[config.mk]
export PLATFORM = sky130hd
export DESIGN_NAME = key_code_encoder_flat
export DESIGN_NICKNAME = d
export VERILOG_FILES = /design/src/rtl/key_code_encoder_if.sv /design/src/rtl/key_code_encoder.sv /design/src/flat_wrapper.sv
export SDC_FILE = /design/constraint.sdc
export NUM_CORES = 1
export LEC_CHECK = 0
export CAP_MARGIN = 10
export CORE_MARGIN = 2
export CORE_UTILIZATION = 39
export DETAILED_ROUTE_END_ITERATION = 12
export MAX_ROUTING_LAYER = met4
export PLACE_DENSITY = 0.58
export SLEW_MARGIN = 10
export SYNTH_ARGS = -nofsm -noshare
export SYNTH_HDL_FRONTEND = slang
export SYNTH_SLANG_ARGS = --single-unit
[constraint.sdc]
create_clock -name clk -period 5.4 [get_ports clk]
set_input_delay 1.08 -clock clk [delete_from_list [all_inputs] [get_ports clk]]
set_output_delay 1.08 -clock clk [all_outputs]
set_load 0.02 [all_outputs]
[src/rtl/key_code_encoder_if.sv]
// key_code_encoder_if
//   Bundles the key-event input and display-code outputs of key_code_encoder.
//   master : key source side (drives key events, observes the display state)
//   slave  : key_code_encoder side
//   Signals:
//     key_valid   one-cycle strobe, key_code/key_down valid
//     key_code    9-bit PS/2 scan code, bit8 = E0 prefix seen
//     key_down    1 = make, 0 = break
//     disp_codes  4*DIGITS display buffer, [3:0] = newest digit
//     code_out    last accepted code
//     code_valid  one-cycle pulse per accepted code key
//     digit_cnt   non-blank digits entered, saturating at DIGITS
interface key_code_encoder_if #(
  parameter int DIGITS = 4
);
  logic                  key_valid;
  logic [8:0]            key_code;
  logic                  key_down;
  logic [4*DIGITS-1:0]   disp_codes;
  logic [3:0]            code_out;
  logic                  code_valid;
  logic [2:0]            digit_cnt;

  modport master (
    output key_valid, key_code, key_down,
    input  disp_codes, code_out, code_valid, digit_cnt
  );

  modport slave (
    input  key_valid, key_code, key_down,
    output disp_codes, code_out, code_valid, digit_cnt
  );
endinterface

[src/rtl/key_code_encoder.sv]
// key_code_encoder
//   Maps PS/2 make/break events to 4-bit seven-segment display codes
//   (0-9 digit, 10 add, 11 mul, 12 sub, 15 neg, 14 blank) and shifts
//   accepted codes into a DIGITS-deep display buffer. Enter clears the
//   buffer, Backspace drops the newest digit. Typematic repeats of the held
//   key are suppressed; a make of a different key while one is held is
//   accepted (rollover).
//   Ports:
//     clk    system clock
//     rst_n  asynchronous active-low reset
//     bus    key_code_encoder_if.slave (key events in, display state out)
//   Configuration:
//     NEG_KEY_EN  when defined, top-row minus (scan 4E) produces code 15.
//                 Undefined (default): 4E is ignored.
module key_code_encoder #(
  parameter int         DIGITS     = 4,
  parameter logic [3:0] BLANK_CODE = 4'd14
) (
  input logic               clk,
  input logic               rst_n,
  key_code_encoder_if.slave bus
);

  localparam int         W       = 4 * DIGITS;
  localparam logic [2:0] CNT_MAX = 3'(DIGITS);

  typedef enum logic [1:0] {A_NONE, A_CODE, A_BACK, A_CLEAR} act_t;
  typedef struct packed {
    act_t       act;
    logic [3:0] code;
  } key_map_t;
  typedef enum logic {IDLE, HELD} state_t;

  state_t     state, state_nxt;
  logic [8:0] held_key, held_key_nxt;
  logic [W-1:0] disp, disp_nxt;
  logic [3:0] code_q, code_nxt;
  logic       code_vld, code_vld_nxt;
  logic [2:0] cnt, cnt_nxt;
  logic       take;
  key_map_t   km;

  // Scan-code decode. Only Enter is recognised with the E0 prefix; every
  // other E0-prefixed code falls to default and is ignored.
  always_comb begin
    km.act  = A_NONE;
    km.code = BLANK_CODE;
    case (bus.key_code)
      9'h045, 9'h070: begin km.act = A_CODE; km.code = 4'd0;  end
      9'h016, 9'h069: begin km.act = A_CODE; km.code = 4'd1;  end
      9'h01E, 9'h072: begin km.act = A_CODE; km.code = 4'd2;  end
      9'h026, 9'h07A: begin km.act = A_CODE; km.code = 4'd3;  end
      9'h025, 9'h06B: begin km.act = A_CODE; km.code = 4'd4;  end
      9'h02E, 9'h073: begin km.act = A_CODE; km.code = 4'd5;  end
      9'h036, 9'h074: begin km.act = A_CODE; km.code = 4'd6;  end
      9'h03D, 9'h06C: begin km.act = A_CODE; km.code = 4'd7;  end
      9'h03E, 9'h075: begin km.act = A_CODE; km.code = 4'd8;  end
      9'h046, 9'h07D: begin km.act = A_CODE; km.code = 4'd9;  end
      9'h079:         begin km.act = A_CODE; km.code = 4'd10; end
      9'h07C:         begin km.act = A_CODE; km.code = 4'd11; end
      9'h07B:         begin km.act = A_CODE; km.code = 4'd12; end
`ifdef NEG_KEY_EN
      9'h04E:         begin km.act = A_CODE; km.code = 4'd15; end
`endif
      9'h05A, 9'h15A: km.act = A_CLEAR;
      9'h066:         km.act = A_BACK;
      default: ;
    endcase
  end

  // Next-state / datapath
  always_comb begin
    state_nxt    = state;
    held_key_nxt = held_key;
    disp_nxt     = disp;
    code_nxt     = code_q;
    code_vld_nxt = 1'b0;
    cnt_nxt      = cnt;
    take         = 1'b0;

    if (state == IDLE) begin
      // Breaks in IDLE are stray releases and are dropped.
      if (bus.key_valid && bus.key_down && km.act != A_NONE) begin
        take      = 1'b1;
        state_nxt = HELD;
      end
    end else begin
      if (bus.key_valid) begin
        if (bus.key_down) begin
          // Same key again is typematic repeat; a different key is rollover.
          if (km.act != A_NONE && bus.key_code != held_key) take = 1'b1;
        end else if (bus.key_code == held_key) begin
          state_nxt = IDLE;
        end
      end
    end

    if (take) begin
      held_key_nxt = bus.key_code;
      case (km.act)
        A_CODE: begin
          disp_nxt     = {disp[W-5:0], km.code};
          code_nxt     = km.code;
          code_vld_nxt = 1'b1;
          if (cnt != CNT_MAX) cnt_nxt = cnt + 3'd1;
        end
        A_BACK: begin
          if (cnt != 3'd0) begin
            disp_nxt = {BLANK_CODE, disp[W-1:4]};
            cnt_nxt  = cnt - 3'd1;
          end
        end
        A_CLEAR: begin
          disp_nxt = {DIGITS{BLANK_CODE}};
          code_nxt = BLANK_CODE;
          cnt_nxt  = 3'd0;
        end
        default: ;
      endcase
    end
  end

  always_ff @(posedge clk or negedge rst_n) begin
    if (!rst_n) begin
      state    <= IDLE;
      held_key <= 9'd0;
      disp     <= {DIGITS{BLANK_CODE}};
      code_q   <= BLANK_CODE;
      code_vld <= 1'b0;
      cnt      <= 3'd0;
    end else begin
      state    <= state_nxt;
      held_key <= held_key_nxt;
      disp     <= disp_nxt;
      code_q   <= code_nxt;
      code_vld <= code_vld_nxt;
      cnt      <= cnt_nxt;
    end
  end

  assign bus.disp_codes = disp;
  assign bus.code_out   = code_q;
  assign bus.code_valid = code_vld;
  assign bus.digit_cnt  = cnt;

endmodule
[src/flat_wrapper.sv]
// flat-port wrapper written by rule: the top's interface ports become plain ports
module key_code_encoder_flat 
#(
  parameter int         DIGITS     = 4,
  parameter logic [3:0] BLANK_CODE = 4'd14
)
  (clk, rst_n, bus_key_valid, bus_key_code, bus_key_down, bus_disp_codes, bus_code_out, bus_code_valid, bus_digit_cnt);
  key_code_encoder_if #(.DIGITS(DIGITS)) bus_i ();
  input logic clk;
  input logic rst_n;
  input wire logic [$bits(bus_i.key_valid)-1:0] bus_key_valid;
  input wire logic [$bits(bus_i.key_code)-1:0] bus_key_code;
  input wire logic [$bits(bus_i.key_down)-1:0] bus_key_down;
  output wire logic [$bits(bus_i.disp_codes)-1:0] bus_disp_codes;
  output wire logic [$bits(bus_i.code_out)-1:0] bus_code_out;
  output wire logic [$bits(bus_i.code_valid)-1:0] bus_code_valid;
  output wire logic [$bits(bus_i.digit_cnt)-1:0] bus_digit_cnt;
  assign bus_i.key_valid = bus_key_valid;
  assign bus_i.key_code = bus_key_code;
  assign bus_i.key_down = bus_key_down;
  assign bus_disp_codes = bus_i.disp_codes;
  assign bus_code_out = bus_i.code_out;
  assign bus_code_valid = bus_i.code_valid;
  assign bus_digit_cnt = bus_i.digit_cnt;
  key_code_encoder #(.DIGITS(DIGITS), .BLANK_CODE(BLANK_CODE)) u_core (.clk(clk), .rst_n(rst_n), .bus(bus_i));
endmodule
==> reports/results.ini <==
[synthesis]
yosys_warnings = 0
syn-mean-instance-area_um2 = 9.38
synthesis.area_um2 = 2360
syn_nets = 266
async_set_or_reset_register_ratio_after_synthesis = 1.00
synthMuxAreaShare = 0.115
synth.area.top_cells = dfrtp_1 (20%), dfstp_2 (17%), mux2_2 (4.8%), mux2_4 (3.8%), xnor2_1 (3.3%)
number_of_different_library_cells_in_the_post_synthesis_netlist = 60
postSynthRegisterBits = 34
ys_seq_area_frac = 0.368
synth_simple_gate_area_share = 0.263
post_synth_fa_ha_maj_area_fraction = 0.00847
synthesis.instances = 252
synth-compound-area-share = 0.140
post-synth-top-area-fraction = 0.201
synth_edf_count = 0
post_synth_xor_area_fraction = 0.0408
synth_largest_area_cell = dfrtp_1
synth_top_flop_cell = dfrtp_1
dominant_combinational_cell_family_by_area_after_synthesis = simple AND/OR/NAND/NOR gates

[placed_design]
hpwl_mm = 4.24
numPortBuffers = 36
dp_slack_ps = 1040
globalplace.congestion = 0.972
dpl_cell_area_um2 = 2740

[outcome]
run_status = finished clean

[clock_tree]
hold_buffers = 0
cts.path.max_buffers = 2
clock_sinks = 34
cts_tree = done
clk_latency_ps = 290
path_clk_slew_ps = 70
cts_max_level = 2
cts_setup_buffers = 0
post_cts_resize_count = 0
cts_inserted_buffers = 5
cts-root-buf = clkbuf_8

[cells_and_area]
final_nets = 295
number_of_inserted_diodes = 0
postLayoutCoreUtil = 0.480
syn2layout_area_growth_pct = 19.6
finalInstanceArea_um2 = 2830
ff_latch_area_um2 = 870
multi_input_logic_area_um2 = 1340
n_fill_cell = 553
post_route_cells_drive_above_1_share = 0.195

[floorplanning]
fp.dieArea_um2 = 6700
cell_rows = 28
top_level_ports = 37
die_y_um = 81.8
floorplan.initialDensity = 0.402
fp.dieW_um = 81.8
coreArea_um2 = 5890

[setup_path]
critPathCapture = u_core.bus.disp_codes[9]
worstSetupStartpoint = bus_key_code[1]
timing_worst_setup_path_type = in -> reg
r2r.worst_path.cells = 7
worst_path_required_ps = 5610
cp_data_arrival_time_ps = 4300
worstReg2RegStart = u_core.held_key[2]
r2r_slack_ps = 3390
crit_path_end_kind = flop
cp_max_fo = 22
crit_path_start_kind = primary input
crit-reg2reg-capture = u_core.bus.code_out[0]

[route]
drt_pre_antenna_iters = 4
detailed_route_iter0_violations = 114
detailroute.via_count = 1952
drt.antenna.violating_nets = 0
postRouteWirelength_mm = 5.51
wl_per_cell_um = 15.4
post-route-drc-count = 0
per_cell_via_count_in_the_routed_design = 5.47

[run]
max_cap_violations = 0

[sta]
min_period_ps = 4090
setup_repair_after_global_routing_missed_its_margin = false
slew_viol_final = 0
tns_ps = 0
final.setup.worst_slack_ps = 1310
fin_crit_sh = 0.758
final.setup_skew_ps = 12.6
final-hold-violation-count = 0
fmax_mhz = 244
max-slew-margin-rel = 0.598
finalSetupViolations = 0
tightest_slew_ps = 600
timing.hold.ws_ps = 475

[global_route]
grt_pass1_wl_mm = 9.20
via_count_of_the_first_global_routing_pass = 1808
global_route.overflow_total = 0
grt_antenna_before_repair = 0
grt_use_total = 0.183
grt_start_max_net_pins = 35

[pwr]
vdd_ir_max_mv = 0.175
power_per_cell_area_nw_per_um2 = 308
cellLeakagePower_nw = 1.17

[hold_path]
worstHoldPathType = reg -> reg
depth_of_the_worst_hold_timing_path = 2

## Yosys cell counts (2+ instances only)
master / n
a21oi_1: 12
nand3b_1: 3
nor2b_1: 6
buf_6: 2
a2111oi_0: 2
buf_2: 6
mux2i_1: 7
nand2b_1: 8
nand3_1: 6
nor4_1: 4
o31ai_1: 3
buf_1: 3
and3_1: 4
nand4bb_1: 2
o22ai_1: 5
dfstp_2: 15
clkbuf_1: 4
inv_1: 11
mux2_4: 6
a31oi_1: 8
xor2_1: 2
o21ai_0: 7
nor3_1: 8
and4_1: 3
nor2_1: 19
or4b_2: 2
nand4_1: 4
dfrtp_1: 19
mux2_2: 10
xnor2_1: 9
nand2_1: 19
nor3b_1: 5
## placed cells by master (no fill, tap or decap), types with 8 or more instances in the layout
cell type	synthesis	layout
clkdlybuf4s50_1	0	36
xnor2_1	9	9
a31oi_1	8	8
mux2_2	10	10
dfstp_2	15	15
a21oi_1	12	12
nand2_1	19	19
inv_1	11	11
dfrtp_1	19	19
nand2b_1	8	8
nor2_1	19	19
nor3_1	8	8
## how the worst min path moves through the flow
stage / startpoint / endpoint / slack [ps]
global placement: u_core.bus.code_out[2] / u_core.bus.code_out[2] / 460
CTS: u_core.bus.code_out[3] / u_core.bus.code_out[3] / 480
finish: u_core.bus.code_out[3] / u_core.bus.code_out[3] / 470
floorplan: u_core.held_key[7] / u_core.held_key[7] / 480
detailed placement: u_core.bus.code_out[2] / u_core.bus.code_out[2] / 470
global route: u_core.bus.code_out[2] / u_core.bus.code_out[2] / 500
## power by group
group / switching [W] / internal, W / total, W
Combinational: 0.000147 / 0.000158 / 0.000305
Clock: 0.0000924 / 0.0000909 / 0.000183
Sequential: 0.0000528 / 0.000331 / 0.000383
Total: 0.000293 / 0.000579 / 0.000872
## layout make-up
| type | count | share of cell area |
|---|---|---|
| timing repair buffer | 40 | 0.138 |
| multi-input combinational | 188 | 0.475 |
| clock inverter | 2 | 0.00487 |
| clock buffer | 6 | 0.0257 |
| inverter | 12 | 0.0159 |
| sequential | 34 | 0.308 |
| tap | 75 | 0.0332 |
## per-stage QoR
stage                     std cells  power (W)
final                           357   0.000872
after global routing            357   0.000928
after CTS                       357   0.000881
after detailed placement        349   0.000696
after global placement          349   0.000697
after floorplan                 252   0.000565
## critical path: stages
cell and delay (ps):
clkdlybuf4s50_1 780, nand2b_1 310, nor4b_4 660, inv_2 290, nand2_4 170, o31a_4 310, and2_4 350, mux2_4 320
## routing by layer
metal / track usage / vias up / share of wire
li1: - / 970 / -
met1: 0.236 / 919 / 0.45
met2: 0.297 / 61 / 0.49
met3: 0.0429 / 2 / 0.053
met4: 0.0300 / 0 / 0.0053
met5: - / - / 0
## cells by family (layout without fill, tap and decap cells)
kind of cell    after synthesis  in the layout
fa+ha+maj                     1              1
mux                          23             23
compound gates               48             48
buf+inv                      30             60
flops                        34             34
simple gates                105            105
xor+xnor                     11             11
## state kept, by name (all words and copies together), names as in the netlist
register	count
u_core.bus.code_out	4
u_core.state	1
u_core.bus.disp_codes	16
u_core.bus.digit_cnt	3
u_core.held_key	9
u_core.bus.code_valid	1
(Power assumes the default switching activity.)
